===== config.mk =====
export PLATFORM = sky130hd
export DESIGN_NAME = uart_reg_monitor
export DESIGN_NICKNAME = d
export VERILOG_FILES = /design/src/rtl/monitor_pkg.sv /design/src/rtl/reg_bank.sv /design/src/rtl/uart_reg_monitor.sv
export SDC_FILE = /design/constraint.sdc
export NUM_CORES = 1
export LEC_CHECK = 0
export ABC_AREA = 1
export ABC_CLOCK_PERIOD_IN_PS = 9800
export BUFFER_PORTS_ARGS = -buffer_cell sky130_fd_sc_hd__buf_2
export CAP_MARGIN = 20
export CORE_AREA = 2 2 274 276
export CTS_CLUSTER_SIZE = 12
export DETAILED_ROUTE_END_ITERATION = 6
export DIE_AREA = 0 0 276 278
export GPL_TIMING_DRIVEN = 0
export PLACE_DENSITY = 0.44
export SLEW_MARGIN = 30
export SYNTH_ARGS = -nofsm -noshare
export SYNTH_HDL_FRONTEND = slang
export SYNTH_HIERARCHICAL = 1
export SYNTH_SLANG_ARGS = --single-unit

===== constraint.sdc =====
create_clock -name clk -period 9.8 [get_ports clk]
set_clock_uncertainty 0.2 [all_clocks]
set_input_delay 0.49 -clock clk [delete_from_list [all_inputs] [get_ports clk]]
set_output_delay 0.49 -clock clk [all_outputs]
set_load 0.05 [all_outputs]

===== src/rtl/monitor_pkg.sv =====
// rtl/monitor_pkg.sv - shared types and constants for the UART register monitor
//
// Contents:
//   state_t   : FSM state encoding for uart_reg_monitor
//   STS_*     : status byte codes returned at the end of every transaction
//   RW_BIT    : position of the read/write flag inside the CMD byte
//   sat_inc8  : saturating 8-bit increment used by the error counter
package monitor_pkg;

  typedef enum logic [2:0] {
    ST_IDLE,
    ST_CMD,
    ST_LEN,
    ST_WR_DATA,
    ST_RD_SEND,
    ST_RD_WAIT,
    ST_RESP_SEND,
    ST_RESP_WAIT
  } state_t;

  localparam logic [7:0] STS_OK      = 8'h00;
  localparam logic [7:0] STS_BAD_ID  = 8'h01;
  localparam logic [7:0] STS_BAD_LEN = 8'h02;
  localparam logic [7:0] STS_RO      = 8'h03;
  localparam logic [7:0] STS_TIMEOUT = 8'h04;
  localparam logic [7:0] STS_RX_ERR  = 8'h05;

  localparam int RW_BIT = 7;

  function automatic logic [7:0] sat_inc8(input logic [7:0] v);
    return (v == 8'hFF) ? v : v + 8'd1;
  endfunction

endpackage


===== src/rtl/reg_bank.sv =====
// rtl/reg_bank.sv - NUM_REGS x REG_BYTES register storage with byte enables
//
// Ports:
//   clk, rst  : clock, asynchronous active-high reset (loads RESET_VALUES)
//   i_we      : commit strobe; writes enabled bytes of register i_id
//   i_id      : target register index (only meaningful when i_we is high)
//   i_be      : per-byte write enable, bit b covers bits [8b +: 8]
//   i_wdata   : write data, little-endian byte order
//   o_regs    : flat register image, reg k at [k*REG_BYTES*8 +: REG_BYTES*8]
//   o_wr_stb  : one-hot copy of i_we decoded by i_id
module reg_bank
  import monitor_pkg::*;
#(
  parameter int NUM_REGS  = 8,
  parameter int REG_BYTES = 4,
  parameter logic [NUM_REGS*REG_BYTES*8-1:0] RESET_VALUES = '0
) (
  input  logic                            clk,
  input  logic                            rst,
  input  logic                            i_we,
  input  logic [$clog2(NUM_REGS)-1:0]     i_id,
  input  logic [REG_BYTES-1:0]            i_be,
  input  logic [REG_BYTES*8-1:0]          i_wdata,
  output logic [NUM_REGS*REG_BYTES*8-1:0] o_regs,
  output logic [NUM_REGS-1:0]             o_wr_stb
);

  localparam int ID_W = $clog2(NUM_REGS);

  logic [NUM_REGS*REG_BYTES*8-1:0] r_regs;

  always_ff @(posedge clk or posedge rst) begin
    if (rst) begin
      r_regs <= RESET_VALUES;
    end else if (i_we) begin
      for (int k = 0; k < NUM_REGS; k++) begin
        for (int b = 0; b < REG_BYTES; b++) begin
          if (i_id == ID_W'(k) && i_be[b]) begin
            r_regs[(k*REG_BYTES+b)*8 +: 8] <= i_wdata[b*8 +: 8];
          end
        end
      end
    end
  end

  always_comb begin
    o_wr_stb = '0;
    for (int k = 0; k < NUM_REGS; k++) begin
      o_wr_stb[k] = i_we && (i_id == ID_W'(k));
    end
  end

  assign o_regs = r_regs;

endmodule


===== src/rtl/uart_reg_monitor.sv =====
// rtl/uart_reg_monitor.sv - UART command monitor in front of a register bank
//
// Frame: CMD {rw[7], id[6:0]}, LEN, then LEN payload bytes for writes.
// Reads return LEN snapshot bytes; every transaction ends with one status byte.
//
// Ports:
//   clk, reset          : clock, asynchronous active-high reset
//   uart_rts / uart_cts : active-low flow control (cts low only while receiving)
//   rx_byte, rx_done    : received byte and its one-cycle valid pulse
//   rx_error            : one-cycle parity/framing error pulse
//   tx_write, tx_byte   : transmit start pulse and byte (held until next start)
//   tx_busy, tx_done    : transmitter busy level and completion pulse
//   regs                : flat register contents
//   reg_wr_stb          : one-hot strobe on the commit cycle
//   err_count           : saturating count of non-OK transactions
module uart_reg_monitor
  import monitor_pkg::*;
#(
  parameter int NUM_REGS  = 8,
  parameter int REG_BYTES = 4,
  parameter logic [NUM_REGS*REG_BYTES*8-1:0] RESET_VALUES = '0,
  parameter logic [NUM_REGS-1:0] RO_MASK = '0,
  parameter int TIMEOUT_CYCLES = 50000
) (
  input  logic                            clk,
  input  logic                            reset,
  input  logic                            uart_rts,
  output logic                            uart_cts,
  input  logic [7:0]                      rx_byte,
  input  logic                            rx_done,
  input  logic                            rx_error,
  output logic                            tx_write,
  output logic [7:0]                      tx_byte,
  input  logic                            tx_busy,
  input  logic                            tx_done,
  output logic [NUM_REGS*REG_BYTES*8-1:0] regs,
  output logic [NUM_REGS-1:0]             reg_wr_stb,
  output logic [7:0]                      err_count
);

  localparam int ID_W  = $clog2(NUM_REGS);
  localparam int IDX_W = $clog2(REG_BYTES+1);
  localparam int RW    = REG_BYTES*8;
  localparam int TMR_W = $clog2(TIMEOUT_CYCLES+1);

  state_t               r_state;
  logic                 r_cts;
  logic                 r_tx_write;
  logic [7:0]           r_tx_byte;
  logic [7:0]           r_status;
  logic [7:0]           r_err_count;
  logic                 r_resp_entry;
  logic                 r_cmd_rw;
  logic [6:0]           r_cmd_id;
  logic [IDX_W-1:0]     r_len;
  logic [IDX_W-1:0]     r_idx;
  logic [RW-1:0]        r_shadow;
  logic [REG_BYTES-1:0] r_be;
  logic [TMR_W-1:0]     r_timer;

  logic [NUM_REGS*RW-1:0] w_regs;
  logic [RW-1:0]          w_rd_word;
  logic [7:0]             w_tx_sel;
  logic [IDX_W-1:0]       w_idx_next;
  logic                   w_id_ok;
  logic                   w_ro;
  logic                   w_len_ok;
  logic                   w_timer_exp;
  logic                   w_last_done;
  logic                   w_commit;

  // Register selection uses the full 7-bit id so out-of-range ids read as 0
  // and never alias onto a real register.
  always_comb begin
    w_rd_word = '0;
    w_ro      = 1'b0;
    for (int k = 0; k < NUM_REGS; k++) begin
      if (r_cmd_id == 7'(k)) begin
        w_rd_word = w_regs[k*RW +: RW];
        w_ro      = RO_MASK[k];
      end
    end
  end

  always_comb begin
    w_tx_sel = 8'h00;
    for (int b = 0; b < REG_BYTES; b++) begin
      if (r_idx == IDX_W'(b)) begin
        w_tx_sel = r_shadow[b*8 +: 8];
      end
    end
  end

  assign w_idx_next  = r_idx + IDX_W'(1);
  assign w_id_ok     = (32'(r_cmd_id) < NUM_REGS);
  assign w_len_ok    = (rx_byte != 8'h00) && (32'(rx_byte) <= REG_BYTES);
  assign w_timer_exp = (r_timer == TMR_W'(TIMEOUT_CYCLES-1));
  // All payload bytes stored: this cycle is the commit cycle. rx_error still
  // has priority so an error pulse here cancels the commit.
  assign w_last_done = (r_state == ST_WR_DATA) && (r_idx == r_len);
  assign w_commit    = w_last_done && !rx_error && w_id_ok && !w_ro;

  always_ff @(posedge clk or posedge reset) begin
    if (reset) begin
      r_state      <= ST_IDLE;
      r_cts        <= 1'b1;
      r_tx_write   <= 1'b0;
      r_tx_byte    <= 8'h00;
      r_status     <= STS_OK;
      r_err_count  <= 8'h00;
      r_resp_entry <= 1'b0;
      r_cmd_rw     <= 1'b0;
      r_cmd_id     <= '0;
      r_len        <= '0;
      r_idx        <= '0;
      r_shadow     <= '0;
      r_be         <= '0;
      r_timer      <= '0;
    end else begin
      r_tx_write <= 1'b0;
      case (r_state)
        ST_IDLE: begin
          if (!uart_rts) begin
            r_state <= ST_CMD;
            r_cts   <= 1'b0;
            r_timer <= '0;
          end
        end

        ST_CMD, ST_LEN, ST_WR_DATA: begin
          if (rx_error) begin
            r_status     <= STS_RX_ERR;
            r_state      <= ST_RESP_SEND;
            r_cts        <= 1'b1;
            r_resp_entry <= 1'b1;
          end else if (w_last_done) begin
            r_status     <= !w_id_ok ? STS_BAD_ID : (w_ro ? STS_RO : STS_OK);
            r_state      <= ST_RESP_SEND;
            r_cts        <= 1'b1;
            r_resp_entry <= 1'b1;
          end else if (rx_done) begin
            r_timer <= '0;
            if (r_state == ST_CMD) begin
              r_cmd_rw <= rx_byte[RW_BIT];
              r_cmd_id <= rx_byte[6:0];
              r_state  <= ST_LEN;
            end else if (r_state == ST_LEN) begin
              r_len <= rx_byte[IDX_W-1:0];
              r_idx <= '0;
              if (!w_len_ok) begin
                r_status     <= STS_BAD_LEN;
                r_state      <= ST_RESP_SEND;
                r_cts        <= 1'b1;
                r_resp_entry <= 1'b1;
              end else if (r_cmd_rw) begin
                r_shadow <= '0;
                r_be     <= '0;
                r_state  <= ST_WR_DATA;
              end else begin
                // Snapshot now so later writes cannot alter bytes in flight.
                r_shadow <= w_rd_word;
                r_cts    <= 1'b1;
                if (w_id_ok) begin
                  r_status <= STS_OK;
                  r_state  <= ST_RD_SEND;
                end else begin
                  r_status     <= STS_BAD_ID;
                  r_state      <= ST_RESP_SEND;
                  r_resp_entry <= 1'b1;
                end
              end
            end else begin
              for (int b = 0; b < REG_BYTES; b++) begin
                if (r_idx == IDX_W'(b)) begin
                  r_shadow[b*8 +: 8] <= rx_byte;
                  r_be[b]            <= 1'b1;
                end
              end
              r_idx <= w_idx_next;
            end
          end else if (w_timer_exp) begin
            r_status     <= STS_TIMEOUT;
            r_state      <= ST_RESP_SEND;
            r_cts        <= 1'b1;
            r_resp_entry <= 1'b1;
          end else begin
            r_timer <= r_timer + TMR_W'(1);
          end
        end

        ST_RD_SEND: begin
          if (!tx_busy) begin
            r_tx_write <= 1'b1;
            r_tx_byte  <= w_tx_sel;
            r_state    <= ST_RD_WAIT;
          end
        end

        ST_RD_WAIT: begin
          if (tx_done) begin
            r_idx <= w_idx_next;
            if (w_idx_next == r_len) begin
              r_state      <= ST_RESP_SEND;
              r_resp_entry <= 1'b1;
            end else begin
              r_state <= ST_RD_SEND;
            end
          end
        end

        ST_RESP_SEND: begin
          if (r_resp_entry) begin
            r_resp_entry <= 1'b0;
            if (r_status != STS_OK) begin
              r_err_count <= sat_inc8(r_err_count);
            end
          end
          if (!tx_busy) begin
            r_tx_write <= 1'b1;
            r_tx_byte  <= r_status;
            r_state    <= ST_RESP_WAIT;
          end
        end

        ST_RESP_WAIT: begin
          if (tx_done) begin
            r_state <= ST_IDLE;
          end
        end

        default: begin
          r_state <= ST_IDLE;
          r_cts   <= 1'b1;
        end
      endcase
    end
  end

  reg_bank #(
    .NUM_REGS    (NUM_REGS),
    .REG_BYTES   (REG_BYTES),
    .RESET_VALUES(RESET_VALUES)
  ) u_reg_bank (
    .clk     (clk),
    .rst     (reset),
    .i_we    (w_commit),
    .i_id    (r_cmd_id[ID_W-1:0]),
    .i_be    (r_be),
    .i_wdata (r_shadow),
    .o_regs  (w_regs),
    .o_wr_stb(reg_wr_stb)
  );

  assign regs      = w_regs;
  assign uart_cts  = r_cts;
  assign tx_write  = r_tx_write;
  assign tx_byte   = r_tx_byte;
  assign err_count = r_err_count;

endmodule


==> qor.csv <==
stage;metric;value;unit
die;io_pins;297;
status;violations;design-rule violations;
pwr;pwr_density_cell;241.1;mW/mm²
drt;totalWireLength;87300;µm
drt;wl_met3;6005;µm
drt;drt-initial-drc-count;1459;
global_route;grt_pass1_vias;18180;
final_layout;n_antenna_cell;0;
synthesis;ys_warn_count;6;
worst_setup_path;crit_required;9110;ps
die;core_area;0.07382;mm²
synthesis;synth_ff_type;dfrtp_1;
global_route;grt_pass1_wl;127100;µm
drt;antenna_left;0;
worst_setup_path;arrival;3910;ps
clocking;clkTransAtPathRegs;60;ps
drt;first_pass_iters;7;
timing;finalSetupViolCount;0;
die;fp.dieH;278;µm
drt;met2_wirelength;40650;µm
worst_setup_path;endpoint_kind;output pin;
synthesis;ys_ff_latch;347;
worst_setup_path;worst-path-max-fanout;10;
clocking;ctsHtreeMaxLevel;2;
timing;period_share;46.89;%
synthesis;netlist_area;0.01831;mm²
global_route;track_usage;22.33;%
final_layout;nets;2726;
clocking;cts_buffers;46;
placed_design;placed_area;0.02113;mm²
synthesis;synth_enable_flop_cells;0;
placed_design;gp_congestion;0.9157;
final_layout;syn2layout_area_growth;23.88;%
status;outcome;finished with violations;
final_layout;fillers;8037;
worst_setup_path;crit_path_start_kind;flop;
synthesis;synth_fp_nets;2376;
synthesis;yosys-top-cells-area;dfrtp_1, nand2_1, nand3_1;
clocking;cts_setup_buffers;0;
synthesis;async_flop_share;100.0;%
synthesis;synthCells;2354;
placed_design;hpwl;66770;µm
pwr;p_leak;12.14;nW
min_path;hold_path.class;in -> reg;
timing;clock.fmax;217.6;MHz
clocking;clock_sinks;347;
drt;wl_per_cell;23.54;µm
clocking;cts_tree;done;
worst_setup_path;path_class;reg -> out;
final_layout;multi_input_comb_area;0.008143;mm²
global_route;overflow;0;
final_layout;fin_area;0.02268;mm²
clocking;clockBufferDepth;3;
placed_design;dp.cells;3623;
drt;dr.max_layer_used;met4;
final_layout;drive_above_1_share;22.37;%
final_layout;fin_cells;3709;
timing;worst_pin_slew;1027;ps
run;cap_violations;0;
drt;wl_met1;37020;µm
global_route;antenna_found_initial;0;
clocking;cts_root_buf;clkbuf_16;
timing;maxSlewHeadroom;31.01;%
die;start_util;24.80;%
synthesis;ys_seq_area_share;47.43;%
clocking;clk-insertion-delay-late;610;ps
synthesis;syn_avg_cell_area;7.778;µm²
drt;detail_route.drc_violations;7;
timing;hold_viol_final;0;
pwr;ir_drop;129.6;µV
synthesis;synth_top_area_cell;dfrtp_1;
die;die-area;0.07673;mm²
timing;grt_setup_unrepaired;no;
placed_design;port_buffers;296;
drt;vias;18410;
timing;tns;0;ps
global_route;grt_max_degree;68;
timing;post-route-min-period;4595;ps
synthesis;synth.distinct_cells;45;
final_layout;regArea;0.008685;mm²
timing;drv_slew;0;
synthesis;synth_top_cell_area_share;47.29;%
drt;viasPerCell;4.965;
die;dieWidth;276;µm
die;rows;100;
-- synthesized netlist by cell type (3+ instances only) --
cell / count
nand2_1: 745
nand3_1: 366
dfrtp_1: 346
nor2_1: 171
nand4_1: 113
inv_1: 112
buf_2: 67
a21oi_1: 40
o211ai_1: 36
clkbuf_1: 35
o21ai_0: 31
o21ai_2: 30
o21ai_1: 29
buf_4: 27
nor3_1: 27
inv_2: 23
nand3_2: 21
nor2_2: 14
clkbuf_2: 12
buf_6: 11
xor2_1: 11
clkinv_1: 10
buf_1: 9
nor2_4: 9
nand2_2: 8
ha_1: 7
nand2_4: 7
o21bai_1: 5
xnor2_1: 5
a2bb2oi_1: 3
a31oi_1: 3
nor2_8: 3
nor4_1: 3
-- cell usage in the layout (no fill, tap or decap), types with 12 or more instances in the layout --
cell       synthesis  layout
nand3_2           21      21
inv_1            112     110
clkbuf_16          0      47
nand4_1          113     113
o211ai_1          36      36
o21ai_2           30      30
clkbuf_2          12      12
o21ai_0           31      31
inv_2             23      23
buf_4             27      27
nand2_1          745     745
nand3_1          366     366
o21ai_1           29      29
clkbuf_1          35      48
a21oi_1           40      40
nor3_1            27      27
buf_2             67     363
nor2_1           171     171
nor2_2            14      14
dfrtp_1          346     346
-- metrics by stage --
stage	power, mW	utilization, %	setup WS (ps)	hold slack (ps)
finish	5.468	30.73	5205	35.49
global route	5.704	30.73	5147	30.71
CTS	5.491	30.73	5295	3.106
detailed placement	3.742	28.62	5948	253.4
global placement	3.722	28.45	-1756	265.5
floorplan	2.947	-	2068	241.2
-- layer usage --
layer	global-route usage [%]	up-vias
met2	36.38	713
met4	9.164	0
met1	29.24	9080
li1	-	8475
met5	0	-
met3	4.055	146
-- worst max-delay path, stage by stage (launching register included) --
cell and delay (ps):
dfrtp_1 370, buf_6 140, inv_2 110, nand3_1 130
nor2_2 170, nand2_4 120, nor3_1 800, nand2_1 380
nor2_2 360, buf_2 410, buf_2 340
-- repair_timing --
action                    in CTS  in global routing
hold buffers                   2                  0
resized for setup              0                  0
hold endpoints to repair      95                  0
-- worst paths after layout --
kind | from | to | slack [ps] | cells after the start
worst min-delay path | rx_byte[3] | r_cmd_id[3] | 40 | 3
max in group asynchronous | reset | u_reg_bank/o_regs[252] | 7930 | 5
worst max-delay path | r_state[2] | reg_wr_stb[3] | 5200 | 10
worst max register to register | r_state[2] | u_reg_bank/o_regs[229] | 6100 | 11
worst min register to register | uart_cts | uart_cts | 260 | 2
min in group asynchronous | reset | r_be[1] | 290 | 3
-- cell type report --
class,count,area share (%)
repair buffers,302,7.105
plain buffers,163,4.043
clock buffers,70,6.007
inverters,148,2.548
well taps,969,5.345
flip-flops and latches,347,38.29
multi-input cells,1696,35.90
clock inverters,14,0.7667
-- sequential cells by signal (all words and copies together), names as in the netlist --
signal             count
r_shadow              32
tx_byte                8
r_cmd_rw               1
r_be                   4
err_count              8
r_resp_entry           1
r_state                3
r_status               3
uart_cts               1
r_timer               16
u_reg_bank/o_regs    256
r_len                  3
tx_write               1
r_idx                  3
r_cmd_id               7
-- power by group --
group | switching, mW | internal (mW) | total [mW]
logic | 1.57 | 0.446 | 2.02
clock network | 0.704 | 1.02 | 1.72
registers | 0.153 | 1.58 | 1.73
-- kinds of logic after synthesis --
family / after synthesis / synth area share, %
adder cells (fa/ha/maj): 7 / 0.4783
AO/OA/AOI/OAI: 183 / 6.341
AND/OR/NAND/NOR: 1490 / 36.89
buffers and inverters: 311 / 8.098
flip-flops: 347 / 47.43
XOR/XNOR: 16 / 0.7653
No activity file was read; power rests on OpenSTA's default activity.
